===== config.mk =====
export PLATFORM = sky130hd
export DESIGN_NAME = ex_issue_ctrl_flat
export DESIGN_NICKNAME = d
export VERILOG_FILES = /design/src/rtl/ex_issue_ctrl_pkg.sv /design/src/rtl/ex_issue_ctrl_if.sv /design/src/rtl/ex_skid_slot.sv /design/src/rtl/ex_issue_ctrl.sv /design/src/flat_wrapper.sv
export SDC_FILE = /design/constraint.sdc
export NUM_CORES = 1
export LEC_CHECK = 0
export CAP_MARGIN = 10
export CORE_UTILIZATION = 45
export CTS_CLUSTER_DIAMETER = 50
export DETAILED_ROUTE_END_ITERATION = 7
export PLACE_DENSITY_LB_ADDON = 0.25
export REMOVE_ABC_BUFFERS = 1
export SLEW_MARGIN = 15
export SYNTH_ARGS = -nofsm -noshare
export SYNTH_HDL_FRONTEND = slang
export SYNTH_SLANG_ARGS = --single-unit

===== constraint.sdc =====
create_clock -name clk -period 2.05 [get_ports clk]
set_input_delay 0.3075 -clock clk [delete_from_list [all_inputs] [get_ports clk]]
set_output_delay 0.3075 -clock clk [all_outputs]
set_load 0.02 [all_outputs]

===== src/rtl/ex_issue_ctrl_pkg.sv =====
// Shared types and defaults for the execute-stage issue controller.
package ex_issue_ctrl_pkg;

    localparam int unsigned EX_PW   = 128;
    localparam int unsigned EX_LATW = 3;

    typedef enum logic [1:0] {
        MODE_RUN   = 2'b00,
        MODE_DRAIN = 2'b01,
        MODE_ACK   = 2'b10
    } ex_mode_e;

    typedef enum logic [1:0] {
        OCC_EMPTY = 2'b00,
        OCC_ONE   = 2'b01,
        OCC_TWO   = 2'b10
    } ex_occ_e;

    function automatic ex_occ_e occ_step(input ex_occ_e occ, input logic acc, input logic ret);
        ex_occ_e nxt;
        nxt = occ;
        case (occ)
            OCC_EMPTY: if (acc) nxt = OCC_ONE;
            OCC_ONE: begin
                if (acc && !ret)      nxt = OCC_TWO;
                else if (!acc && ret) nxt = OCC_EMPTY;
            end
            OCC_TWO:   if (ret) nxt = OCC_ONE;
            default:   nxt = OCC_EMPTY;
        endcase
        return nxt;
    endfunction

endpackage


===== src/rtl/ex_issue_ctrl_if.sv =====
// Upstream/downstream handshake bundle of the issue controller.
interface ex_issue_ctrl_if
    import ex_issue_ctrl_pkg::*;
#(
    parameter int unsigned PW   = EX_PW,
    parameter int unsigned LATW = EX_LATW
) ();

    logic            in_valid;
    logic [PW-1:0]   in_payload;
    logic [LATW-1:0] in_lat;
    logic            stall_up;
    logic            ex_valid;
    logic [PW-1:0]   ex_payload;
    logic            ex_busy;
    logic            down_stall;
    logic            br_flush;
    logic            int_req;
    logic            int_ack;

    modport master (
        output in_valid, in_payload, in_lat, down_stall, br_flush, int_req,
        input  stall_up, ex_valid, ex_payload, ex_busy, int_ack
    );

    modport slave (
        input  in_valid, in_payload, in_lat, down_stall, br_flush, int_req,
        output stall_up, ex_valid, ex_payload, ex_busy, int_ack
    );

endinterface


===== src/rtl/ex_skid_slot.sv =====
// One skid-buffer entry: W-bit register with valid, load, clear and async active-low reset.
module ex_skid_slot #(
    parameter int unsigned W = 8
) (
    input  logic         clk,
    input  logic         rst,
    input  logic         load,
    input  logic         clear,
    input  logic [W-1:0] d,
    output logic [W-1:0] q,
    output logic         valid
);

    always_ff @(posedge clk or negedge rst) begin
        if (!rst) begin
            valid <= 1'b0;
            q     <= '0;
        end else if (load) begin
            valid <= 1'b1;
            q     <= d;
        end else if (clear) begin
            valid <= 1'b0;
            q     <= '0;
        end
    end

endmodule


===== src/rtl/ex_issue_ctrl.sv =====
// Issue/flow controller: 2-entry skid buffer in front of execute, multi-cycle hold,
// branch flush and interrupt drain/acknowledge.
module ex_issue_ctrl
    import ex_issue_ctrl_pkg::*;
#(
    parameter int unsigned PW   = EX_PW,
    parameter int unsigned LATW = EX_LATW
) (
    input  logic          clk,
    input  logic          rst,
    ex_issue_ctrl_if.slave io
);

    localparam int unsigned SW = PW + LATW;

    ex_mode_e        mode_q, mode_d;
    ex_occ_e         occ_q, occ_d;
    logic [LATW-1:0] lat_cnt_q, lat_cnt_d;
    logic            stall_q, stall_d;

    logic            head_valid, s1_valid;
    logic [PW-1:0]   head_q, head_d;
    logic [SW-1:0]   s1_q;
    logic            head_load, head_clear, s1_load, s1_clear;
    logic            accept, retire;

    assign accept = io.in_valid & ~stall_q;
    assign retire = io.ex_valid & ~io.down_stall;

    assign io.ex_valid   = head_valid & (lat_cnt_q == '0);
    assign io.ex_busy    = head_valid & (lat_cnt_q != '0);
    assign io.ex_payload = head_q;
    assign io.stall_up   = stall_q;
    assign io.int_ack    = (mode_q == MODE_ACK);

    // Head holds payload only; its latency lives in lat_cnt. Slot1 keeps its latency alongside.
    ex_skid_slot #(.W(PW)) u_head (
        .clk   (clk),
        .rst   (rst),
        .load  (head_load),
        .clear (head_clear),
        .d     (head_d),
        .q     (head_q),
        .valid (head_valid)
    );

    ex_skid_slot #(.W(SW)) u_slot1 (
        .clk   (clk),
        .rst   (rst),
        .load  (s1_load),
        .clear (s1_clear),
        .d     ({io.in_payload, io.in_lat}),
        .q     (s1_q),
        .valid (s1_valid)
    );

    always_comb begin
        head_load  = 1'b0;
        head_clear = 1'b0;
        s1_load    = 1'b0;
        s1_clear   = 1'b0;
        head_d     = io.in_payload;
        lat_cnt_d  = lat_cnt_q;
        if (io.br_flush) begin
            head_clear = 1'b1;
            s1_clear   = 1'b1;
            lat_cnt_d  = '0;
        end else begin
            if (retire && s1_valid) begin
                head_load = 1'b1;
                head_d    = s1_q[SW-1:LATW];
                s1_clear  = 1'b1;
                lat_cnt_d = s1_q[LATW-1:0];
            end else if (accept && (retire || !head_valid)) begin
                head_load = 1'b1;
                lat_cnt_d = io.in_lat;
            end else begin
                if (accept)
                    s1_load = 1'b1;
                else if (retire)
                    head_clear = 1'b1;
                if (head_valid && lat_cnt_q != '0)
                    lat_cnt_d = lat_cnt_q - 1'b1;
            end
        end
    end

    always_comb begin
        occ_d  = io.br_flush ? OCC_EMPTY : occ_step(occ_q, accept, retire);
        mode_d = mode_q;
        case (mode_q)
            MODE_RUN:   if (io.int_req) mode_d = MODE_DRAIN;
            MODE_DRAIN: if (occ_d == OCC_EMPTY) mode_d = MODE_ACK;
            MODE_ACK:   mode_d = MODE_RUN;
            default:    mode_d = MODE_RUN;
        endcase
        stall_d = (occ_d == OCC_TWO) | (mode_d != MODE_RUN);
    end

    always_ff @(posedge clk or negedge rst) begin
        if (!rst) begin
            occ_q     <= OCC_EMPTY;
            mode_q    <= MODE_RUN;
            lat_cnt_q <= '0;
            stall_q   <= 1'b0;
        end else begin
            occ_q     <= occ_d;
            mode_q    <= mode_d;
            lat_cnt_q <= lat_cnt_d;
            stall_q   <= stall_d;
        end
    end

    a_no_overflow: assert property (@(posedge clk) disable iff (!rst)
        !(occ_q == OCC_TWO && accept));
    a_no_underflow: assert property (@(posedge clk) disable iff (!rst)
        !(occ_q == OCC_EMPTY && retire));
    a_occ_matches_slots: assert property (@(posedge clk) disable iff (!rst)
        (occ_q == OCC_EMPTY) == (!head_valid && !s1_valid) &&
        (occ_q == OCC_ONE)   == ( head_valid && !s1_valid) &&
        (occ_q == OCC_TWO)   == ( head_valid &&  s1_valid));

endmodule

===== src/flat_wrapper.sv =====
// flat-port wrapper written by rule: the top's interface ports become plain ports
module ex_issue_ctrl_flat import ex_issue_ctrl_pkg::*;
#(
    parameter int unsigned PW   = EX_PW,
    parameter int unsigned LATW = EX_LATW
)
  (clk, rst, io_in_valid, io_in_payload, io_in_lat, io_down_stall, io_br_flush, io_int_req, io_stall_up, io_ex_valid, io_ex_payload, io_ex_busy, io_int_ack);
  ex_issue_ctrl_if #(.PW(PW), .LATW(LATW)) io_i ();
  input  logic clk;
  input  logic rst;
  input wire logic [$bits(io_i.in_valid)-1:0] io_in_valid;
  input wire logic [$bits(io_i.in_payload)-1:0] io_in_payload;
  input wire logic [$bits(io_i.in_lat)-1:0] io_in_lat;
  input wire logic [$bits(io_i.down_stall)-1:0] io_down_stall;
  input wire logic [$bits(io_i.br_flush)-1:0] io_br_flush;
  input wire logic [$bits(io_i.int_req)-1:0] io_int_req;
  output wire logic [$bits(io_i.stall_up)-1:0] io_stall_up;
  output wire logic [$bits(io_i.ex_valid)-1:0] io_ex_valid;
  output wire logic [$bits(io_i.ex_payload)-1:0] io_ex_payload;
  output wire logic [$bits(io_i.ex_busy)-1:0] io_ex_busy;
  output wire logic [$bits(io_i.int_ack)-1:0] io_int_ack;
  assign io_i.in_valid = io_in_valid;
  assign io_i.in_payload = io_in_payload;
  assign io_i.in_lat = io_in_lat;
  assign io_i.down_stall = io_down_stall;
  assign io_i.br_flush = io_br_flush;
  assign io_i.int_req = io_int_req;
  assign io_stall_up = io_i.stall_up;
  assign io_ex_valid = io_i.ex_valid;
  assign io_ex_payload = io_i.ex_payload;
  assign io_ex_busy = io_i.ex_busy;
  assign io_int_ack = io_i.int_ack;
  ex_issue_ctrl #(.PW(PW), .LATW(LATW)) u_core (.clk(clk), .rst(rst), .io(io_i));
endmodule

==> results of run 1 <==
==> stage by stage <==
step | utilization, % | worst slack, ps
6_report | 66.1 | -59.2
5_1_grt | 66.1 | -141
4_1_cts | 64.5 | -51.4
3_5_place_dp | 59.8 | -168
3_3_place_gp | 59.8 | -132
2_1_floorplan | - | -3120
==> cell usage after synthesis, drive strengths merged (2+ instances only) <==
library cell  count  area (um2)
a21oi             5        28.8
mux2i            16         160
nor3              6        35.0
nor2b             4        32.5
a211oi            3        27.5
nor2              4        15.0
o21ai           134         671
nand2           132         495
a31oi           113         707
nor3b             2        15.0
a22o            131        1150
a221oi            2        17.5
clkbuf           43         161
nand2b            2        12.5
ha                2        25.0
a21o              2        15.0
inv               5        18.8
dfrtp           269        6730
buf              58         362
and2            114         713
==> sequential cells by signal, indices dropped and copies added (netlist names) <==
register	count
u_core.lat_cnt_q	3
u_core.u_slot1.valid	1
u_core.io.stall_up	1
u_core.u_slot1.q	131
u_core.occ_q	2
u_core.u_head.valid	1
u_core.mode_q	2
u_core.u_head.q	128
==> final timing paths <==
path	slack, ps	cells after the start	end
setup / recovery	-60	10	u_core.u_slot1.q[78]
hold / removal	190	2	u_core.u_head.q[52]
setup reg to reg	-60	10	u_core.u_slot1.q[78]
hold reg to reg	440	1	u_core.mode_q[1]
max in group asynchronous	1040	3	u_core.u_slot1.q[128]
min in group asynchronous	270	2	u_core.u_slot1.q[32]
==> metal layers <==
layer | vias up | routed length, um
met3 | 64 | 2490
met1 | 4792 | 14900
li1 | 4408 | -
met5 | - | 11
met2 | 423 | 15600
met4 | 2 | 900
==> final cells by class <==
class	instances	area (um2)	share of cell area (%)
Clock buffer	41	883	5.32
Timing Repair Buffer	361	4090	24.6
Inverter	5	18.8	0.113
Sequential cell	269	6730	40.5
Tap cell	330	413	2.49
Multi-Input combinational cell	682	4290	25.8
Clock inverter	16	184	1.11
==> power by group through the flow <==
stage | sequential [W] | clock, W | combinational, W
final | 0.00624 | 0.00565 | 0.00408
after global routing | 0.00630 | 0.00600 | 0.00435
after CTS | 0.00623 | 0.00575 | 0.00383
after detailed placement | 0.00631 | 0 | 0.00375
after global placement | 0.00630 | 0 | 0.00370
after floorplan | 0.00672 | 0 | 0.00113
==> what timing repair did <==
item                                    4_1_cts  5_1_grt
gates resized for setup                      21       20
hold buffers                                  1        0
cloned                                        1       14
hold endpoints to repair                     44        0
pin swaps                                    65       55
endpoints found under the setup margin      229      203
setup buffers                                 1        4
==> logic make-up (layout without fill, tap and decap cells) <==
logic type               count (synthesis)  in the layout  share of synthesized area [%]
AND/OR/NAND/NOR                        269            269                           11.9
AO/OA/AOI/OAI                          394            394                           23.1
flip-flops                             269            269                           58.6
buffers and inverters                  106            423                           4.72
multiplexers                            17             17                           1.49
adder cells (fa/ha/maj)                  2              2                          0.218
==> run metrics, run 1 <==
status finished with violations; failing checks setup timing; H-Tree Depth 1; residual DRC count 0; Pwr per Cell Area roughly 960 nW/um2; Logic pwr share between 20 and 30%; Worst R2R Start u_core.lat_cnt_q[1]; leading cell types in the layout, fill and taps excluded dfrtp_1 (269), clkdlybuf4s50_1 (264), nand2_1 (131), a22o_1 (131), o21ai_1 (127); vias in the first global route 9,527; gate count of the mapped netlist between 1,000 and 1,500; Non-Filler Instances around 1,700; largest net degree at the start of global routing a little over 80; Tmin final between 2000 and 2500 ps; Clock Power Share approximately 35%; io pins approximately 270; Die Width ~160 um; sequential share of power between 30% and 40%; setup ws final -59.2 ps; Clock Path Buffers 3; Worst setup EP type flop; drt total wl 33,900 um; row count between 50 and 60; GRT overflow 0; Max transition margin a little under 70%; Final Cycle Share 103%; CTS tree done; area of the mapped netlist 11,500 um2; area post-placement approximately 15,000 um2; met3 Track Usage GR under 10%; GRT Total Usage roughly a quarter; iteration count of the initial detailed-routing pass 5; CP dominant cell by count ha_4; CP peak stage delay 400 ps; clk slew on worst S/H paths approximately 60 ps; Routed Antenna Nets 0; Inserted Clock Buffers 31; Design Area, Final 16,600 um2; FILL cells 1,978; Syn Area/Cell 10.9 um2; Pint about 0.011 W; Fin. Hold Viols 0; crit-path leading delay family buffers and inverters; die area 26,200 um2; Worst Path Class, Setup reg -> reg; hold slack final between 150 and 200 ps; Yosys reg bits approximately 270; Vias around 9,700; crit-path max FO 7; Top Usage Layer GRT met2; slowest cell on the critical path dfrtp_1; core region area around 25,000 um2; LEAKAGE a little over 7 nW; sequential area share after synthesis approximately 60%; CTS root buf clkbuf_16; Routed wire per std cell roughly 20 um; Worst Tran Pin Value 462 ps; most common cell after layout, fill and taps aside dfrtp_1; Cells after DPL approximately 1,600; Hold Path Class in -> reg; data required time at the worst endpoint about 2500 ps; total power approximately 0.016 W; share of cells above drive strength 1 about an eighth; origin of the worst setup path u_core.lat_cnt_q[1]; Via density 5.69; P_sw between 0.004 and 0.005 W; RSZ-0062 raised after global routing true; Net Sw Frac slightly below 30%; Max Fclk roughly 0.47 GHz; diode count 0; Post-DP HPWL around 21,000 um; maxcap violations 0; Area Growth Syn to Fin 44.6%; quantity of I/O buffers inserted on ports about 270; CP bufs+invs 4; nets roughly 1,500; Setup-failing EPs final 140; maximum vdd ir drop approximately 580 uV; Setup TNS Final -3380 ps; Starting Density 45.7%; met1 Use GR between 30% and 40%; initial antenna violation count 2; first-pass GRT wire length 52,100 um; Critical Path AT about 2600 ps; clk_lat worst skew approximately 540 ps; GRT met2 Usage between 30% and 40%; max-slew violation count 0; Most used DFF post-synth dfrtp_1; HP Start io_br_flush; clock skew around 7.4 ps; EDFF count, synth 0; asr flop ratio synth between 90% and 100%; CTS sink count ~270; Initial DRC Count 796; library cells used by synthesis 39; Worst Setup Start Kind flop; crit-path cells inv_2, ha_4, ha_4, nor2b_4, mux2_4, a21oi_4, buf_12, buf_16, clkbuf_16, a22o_1; RePlAce Congestion 0.813; Die Ht 162 um; Ys Warns 0
Power figures use the tool's default switching activity.
==> inputs of run 2 (changes only) <==
--- a/config.mk
+++ b/config.mk
@@ -8,6 +8,7 @@
 export CAP_MARGIN = 10
 export CORE_UTILIZATION = 45
 export CTS_CLUSTER_DIAMETER = 50
+export CTS_CLUSTER_SIZE = 20
 export DETAILED_ROUTE_END_ITERATION = 7
 export PLACE_DENSITY_LB_ADDON = 0.25
 export REMOVE_ABC_BUFFERS = 1
==> run 2 against run 1 <==
The flow still finishes with violations (setup timing). Largest power group unchanged. Flip-flop and latch count stayed put. First-iteration DRC count fell by 19%. Largest cell class unchanged. Non-clock buffer count shrank 4.
==> run metrics, run 2 (synthesized netlist as in run 1, its figures left out) <==
crit-path max FO 9 (+2); Cells after DPL 1,626 (unchanged); HP Start io_br_flush; Max Fclk 0.479 GHz (+0.99%); GRT Total Usage 24.9% (+0.045 points); diode count 0 (unchanged); biggest regs u_core.u_slot1.q (131), u_core.u_head.q (128), u_core.lat_cnt_q (3); Biggest register u_core.u_slot1.q; data required time at the worst endpoint 2520 ps (about the same); clock skew 20.9 ps (+13.5 ps); Via density 5.67 (-0.30%); r2r endpoint u_core.u_slot1.q[111]; clk_lat worst skew 550 ps (about the same); Reg2Reg Depth 10 (unchanged); Critical Path AT 2560 ps (-20 ps); Core Util, Final 65.4% (-0.77 points); core region area 25,100 um2 (unchanged); CTS sink count 269 (unchanged); Setup TNS Final -621 ps (+2760 ps); Max transition margin 68.5% (-0.76 points); Clock Path Buffers 3 (unchanged); Inserted Clock Buffers 28 (-9.7%); Worst Setup EP u_core.u_slot1.q[111]; Final Cycle Share 102% (-1.0 points); RePlAce Congestion 0.813 (unchanged); first-pass GRT wire length 52,100 um (+0.15%); crit-path leading delay family buffers and inverters; met1 Use GR 36.6% (+0.30 points); Top Usage Layer GRT met2; Routed wire per std cell 20.0 um (+0.44%); max-slew violation count 0 (unchanged); io pins 269 (unchanged); maximum vdd ir drop 879 uV (+52%); Routed Antenna Nets 0 (unchanged); setup ws final -38.6 ps (+20.7 ps); Vias 9,598 (-0.94%); multi-input logic area 4280 um2 (-0.15%); Place WS -168 ps (unchanged); leading cell types in the layout, fill and taps excluded dfrtp_1 (269), clkdlybuf4s50_1 (264), nand2_1 (132), a22o_1 (131), o21ai_1 (128); Worst setup EP type flop; residual DRC count 0 (unchanged); Non-Filler Instances 1,693 (-0.65%); CP peak stage delay 390 ps (about the same); status finished with violations; Reg2Reg Setup Slack -40 ps (+20 ps); origin of the worst setup path u_core.lat_cnt_q[0]; row count 58 (unchanged); quantity of I/O buffers inserted on ports 268 (unchanged); Area Growth Syn to Fin 43.0%; failing checks setup timing; Die Width 162 um (unchanged); CTS tree done; iteration count of the initial detailed-routing pass 5 (unchanged); Setup-failing EPs final 39 (-72%); clk slew on worst S/H paths 70 ps (about the same); slowest cell on the critical path dfrtp_1; most common cell after layout, fill and taps aside dfrtp_1; CP bufs+invs 4 (unchanged); Die Ht 162 um (unchanged); nets 1,482 (-0.47%); die area 26,200 um2 (unchanged); drt total wl 33,900 um (-0.20%); Starting Density 45.7% (unchanged); Levels on crit path 10 (unchanged); Fin. Hold Viols 0 (unchanged); register area 6730 um2 (unchanged); share of cells above drive strength 1 11.7% (-0.63 points); GRT overflow 0 (unchanged); Hold Path Class in -> reg; vias in the first global route 9,532 (+0.052%); max reg flops 131 (unchanged); met3 Track Usage GR 4.32% (-0.051 points); maxcap violations 0 (unchanged); largest net degree at the start of global routing 81 (unchanged); Worst R2R Start u_core.lat_cnt_q[0]; Pwr per Cell Area 952 nW/um2 (-0.96%); Initial DRC Count 641 (-19%); RSZ-0062 raised after global routing true; GRT met2 Usage 38.0% (+0.039 points); crit-path cells inv_2, ha_4, ha_4, nor2b_4, mux2_4, a21oi_4, buf_12, buf_12, clkbuf_16, a22o_1; Tmin final 2090 ps (-20.7 ps); H-Tree Depth 1 (unchanged); Worst Setup Start Kind flop; initial antenna violation count 2 (unchanged); Post-DP HPWL 20,800 um (unchanged); Worst Path Class, Setup reg -> reg; LEAKAGE 7.14 nW (-1.5%); Worst Tran Pin Value 473 ps (+11.5 ps); FILL cells 2,002 (+1.2%); CTS root buf clkbuf_16
## run 2: layout make-up
type / instances / area share (%)
clock buffers: 28 / 4.27
clock inverters: 22 / 1.62
inverters: 5 / 0.114
multi-input cells: 682 / 26.1
flip-flops and latches: 269 / 41.0
well taps: 330 / 2.52
repair buffers: 357 / 24.4
## run 2: how the worst min path moves through the flow
stage | end | slack [ps] | cells after the start
finish | u_core.u_head.q[89] | 160 | 2
global route | u_core.u_head.q[28] | 160 | 2
CTS | u_core.u_head.q[89] | 150 | 2
detailed placement | u_core.u_slot1.q[32] | 260 | 1
global placement | u_core.u_slot1.q[32] | 260 | 1
floorplan | u_core.io.stall_up | 10 | 0
## run 2: worst reg2reg max path, stage by stage (launching register included)
cell and delay, ps:
dfrtp_1 390, inv_2 80, ha_4 140, ha_4 140, nor2b_4 150, mux2_4 320
a21oi_4 220, buf_12 150, buf_12 150, clkbuf_16 170, a22o_1 130
## run 2: layer usage
layer	wire length, um	part of all wire [%]
met3	2500	7.4
met2	15600	46
met4	758	2.2
met5	13	0.038
met1	15000	44
## run 2: repair_timing
action | 4_1_cts | 5_1_grt
cloned | 2 | 10
resized for setup | 29 | 13
pin swaps | 43 | 27
hold endpoints to repair | 44 | 0
setup endpoints to repair | 230 | 232
buffers inserted | 3 | 3
hold buffers | 1 | 0
## run 2: power by group
group	total (W)	switching, W	internal, W	leakage (nW)
clock	0.00529	0.00232	0.00297	0.470
combinational	0.00411	0.00212	0.00200	2.97
sequential	0.00623	0.000374	0.00586	3.70
## run 2: stage by stage
| stage | hold WS [ps] | instance area, um2 | total power [W] |
|---|---|---|---|
| after floorplan | 11.9 | 11000 | 0.00785 |
| after global placement | 259 | 15000 | 0.0100 |
| after detailed placement | 261 | 15000 | 0.0101 |
| after CTS | 149 | 16100 | 0.0155 |
| after global routing | 156 | 16400 | 0.0163 |
| final | 160 | 16400 | 0.0156 |
==> inputs of run 3 (changes only) <==
--- a/config.mk
+++ b/config.mk
@@ -12,6 +12,7 @@
 export DETAILED_ROUTE_END_ITERATION = 7
 export PLACE_DENSITY_LB_ADDON = 0.25
 export REMOVE_ABC_BUFFERS = 1
+export SKIP_CTS_REPAIR_TIMING = 1
 export SLEW_MARGIN = 15
 export SYNTH_ARGS = -nofsm -noshare
 export SYNTH_HDL_FRONTEND = slang
==> run 3 against run 2 <==
Sequential share of layout area about the same. Maximum frequency increased by 1.9%. Final area about the same. Die area unchanged. Via count increased by 0.39%. The flow still finishes with violations (setup timing). Global-route usage decreased by 0.30 points. Flip-flop and latch count unchanged. Non-clock buffer count decreased by 2. Clock skew increased by 2.2 ps.
==> run metrics, run 3 (synthesized netlist as in run 1, its figures left out) <==
status finished with violations; failing checks setup timing; Worst Tran Pin Value 473 ps (-0.296 ps); Final Cycle Share 100% (-1.9 points); Max Fclk 0.488 GHz (+1.9%); max-slew violation count 0 (unchanged); HP Start io_br_flush; vias in the first global route 9,481 (-0.54%); first-pass GRT wire length 51,600 um (-0.97%); Clock Path Buffers 3 (unchanged); r2r endpoint u_core.u_head.q[33]; routed wl met3 2450 um (-1.6%); Die Ht 162 um (unchanged); Via density 5.70 (+0.50%); Area Growth Syn to Fin 42.9% (about the same); Vias 9,635 (+0.39%); CTS tree done; multi-input logic area 4290 um2 (+0.18%); Worst R2R Start u_core.lat_cnt_q[1]; Hold Path End u_core.u_head.q[89]; Setup-failing EPs final 1 (-97%); RSZ-0062 raised after global routing true; io pins 269 (unchanged); CP peak stage delay 370 ps (-20 ps); crit-path cells inv_2, ha_4, ha_4, buf_4, and3b_2, a211oi_4, buf_6, clkbuf_16, nand2_1, o21ai_1; Fin. Hold Viols 0 (unchanged); clk_lat worst skew 550 ps (about the same); slowest cell on the critical path dfrtp_1; register area 6730 um2 (unchanged); drt total wl 33,800 um (-0.29%); CTS sink count 269 (unchanged); RePlAce Congestion 0.813 (unchanged); diode count 0 (unchanged); Tmin final 2050 ps (-38.6 ps); Routed wire per std cell 20.0 um (-0.17%); clock skew 23.1 ps (+2.21 ps); Post-DP HPWL 20,800 um (unchanged); iteration count of the initial detailed-routing pass 6 (+1); crit-path max FO 7 (-2); most common cell after layout, fill and taps aside dfrtp_1; Hold Path Class in -> reg; Max transition margin 68.5% (about the same); Worst Setup Start Kind flop; CP dominant cell by count ha_4; CP bufs+invs 4 (unchanged); Routed Antenna Nets 0 (unchanged); Reg2Reg Depth 10 (unchanged); Worst setup EP type flop; GRT overflow 0 (unchanged); LEAKAGE 7.14 nW (about the same); Core Util, Final 65.3% (about the same); Die Width 162 um (unchanged); residual DRC count 0 (unchanged); maxcap violations 0 (unchanged); WL met2 15,800 um (+1.5%); Worst Hold Depth 2 (unchanged); GRT Total Usage 24.6% (-0.30 points); Biggest register u_core.u_slot1.q; Starting Density 45.7% (unchanged); maximum vdd ir drop 880 uV (about the same); met1 wire length 14,800 um (-1.5%); Non-Filler Instances 1,691 (-0.12%); Worst Path Class, Setup reg -> reg; top routing layer in use met5; Reg2Reg Setup Slack -0.01 ps (+40 ps); row count 58 (unchanged); CTS root buf clkbuf_16; data required time at the worst endpoint 2500 ps (-20 ps); biggest regs u_core.u_slot1.q (131), u_core.u_head.q (128), u_core.lat_cnt_q (3); setup ws final -0.0138 ps (+38.6 ps); Inserted Clock Buffers 28 (unchanged); clk slew on worst S/H paths 70 ps (about the same); Initial DRC Count 747 (+17%); Pwr per Cell Area 949 nW/um2 (-0.32%); quantity of I/O buffers inserted on ports 268 (unchanged); share of cells above drive strength 1 11.7% (+0.017 points); FILL cells 2,008 (+0.30%); max reg flops 131 (unchanged); initial antenna violation count 2 (unchanged); H-Tree Depth 1 (unchanged); die area 26,200 um2 (unchanged); core region area 25,100 um2 (unchanged); crit-path leading delay family buffers and inverters; largest net degree at the start of global routing 81 (unchanged); leading cell types in the layout, fill and taps excluded dfrtp_1 (269), clkdlybuf4s50_1 (264), nand2_1 (132), a22o_1 (131), o21ai_1 (126); Cells after DPL 1,626 (unchanged); Critical Path AT 2500 ps (-60 ps); nets 1,480 (-0.13%)
-- run 3: cell count changes in the layout (fill, tap and decap cells not counted) --
cell / previous run / this run
buf_4: 35 / 33
clkbuf_16: 37 / 39
o21ai_1: 128 / 126
o21ai_2: 1 / 3
buf_12: 33 / 32
buf_16: 1 / 0
buf_6: 10 / 11
buf_8: 4 / 3
-- run 3: area by class of cell --
cell class / count / share of cell area [%]
clock buffers: 28 / 4.27
well taps: 330 / 2.52
repair buffers: 355 / 24.3
clock inverters: 22 / 1.62
flip-flops and latches: 269 / 41.0
inverters: 5 / 0.114
multi-input cells: 682 / 26.1
-- run 3: worst register-to-register path: cells and delay by family, from the launching register on --
family,cells,cell delay [ps]
compound gates,2,350
flops,1,370
simple gates,2,300
fa+ha+maj,2,320
buf+inv,4,620
-- run 3: worst max path at each step --
stage                        start              endpoint  slack [ps]  cells past startpoint
3_3_place_gp         io_down_stall  u_core.u_head.q[124]        -130                      8
2_1_floorplan  u_core.lat_cnt_q[0]   u_core.u_slot1.q[0]       -3120                      6
4_1_cts        u_core.lat_cnt_q[0]            io_ex_busy        -550                      6
3_5_place_dp         io_down_stall   u_core.u_head.q[40]        -170                      8
6_report       u_core.lat_cnt_q[1]   u_core.u_head.q[33]       -0.01                     10
5_1_grt        u_core.lat_cnt_q[1]   u_core.u_head.q[33]         -90                     10
-- run 3: where the power goes --
| group | switching, W | total [W] | internal [W] |
|---|---|---|---|
| Combinational | 0.00210 | 0.00404 | 0.00195 |
| Sequential | 0.000374 | 0.00623 | 0.00586 |
| Clock | 0.00233 | 0.00530 | 0.00297 |
-- run 3: stage by stage --
| stage | power, W | hold slack [ps] | worst slack (ps) | TNS (ps) | instance area (um2) |
|---|---|---|---|---|---|
| 3_3_place_gp | 0.0100 | 259 | -132 | -19710 | 15000 |
| 3_5_place_dp | 0.0101 | 261 | -168 | -24560 | 15000 |
| 4_1_cts | 0.0154 | -318 | -546 | -14560 | 16000 |
| 5_1_grt | 0.0162 | 161 | -88.7 | -3380 | 16400 |
| 6_report | 0.0156 | 166 | -0.0138 | -0.0138 | 16400 |
| 2_1_floorplan | 0.00785 | 11.9 | -3120 | -803860 | 11000 |
-- run 3: per-layer routing --
layer  up-vias  GRT usage [%]
li1       4386              -
met3        51           4.39
met1      4767           36.3
met5         -              0
met2       429           37.4
met4         2           6.43
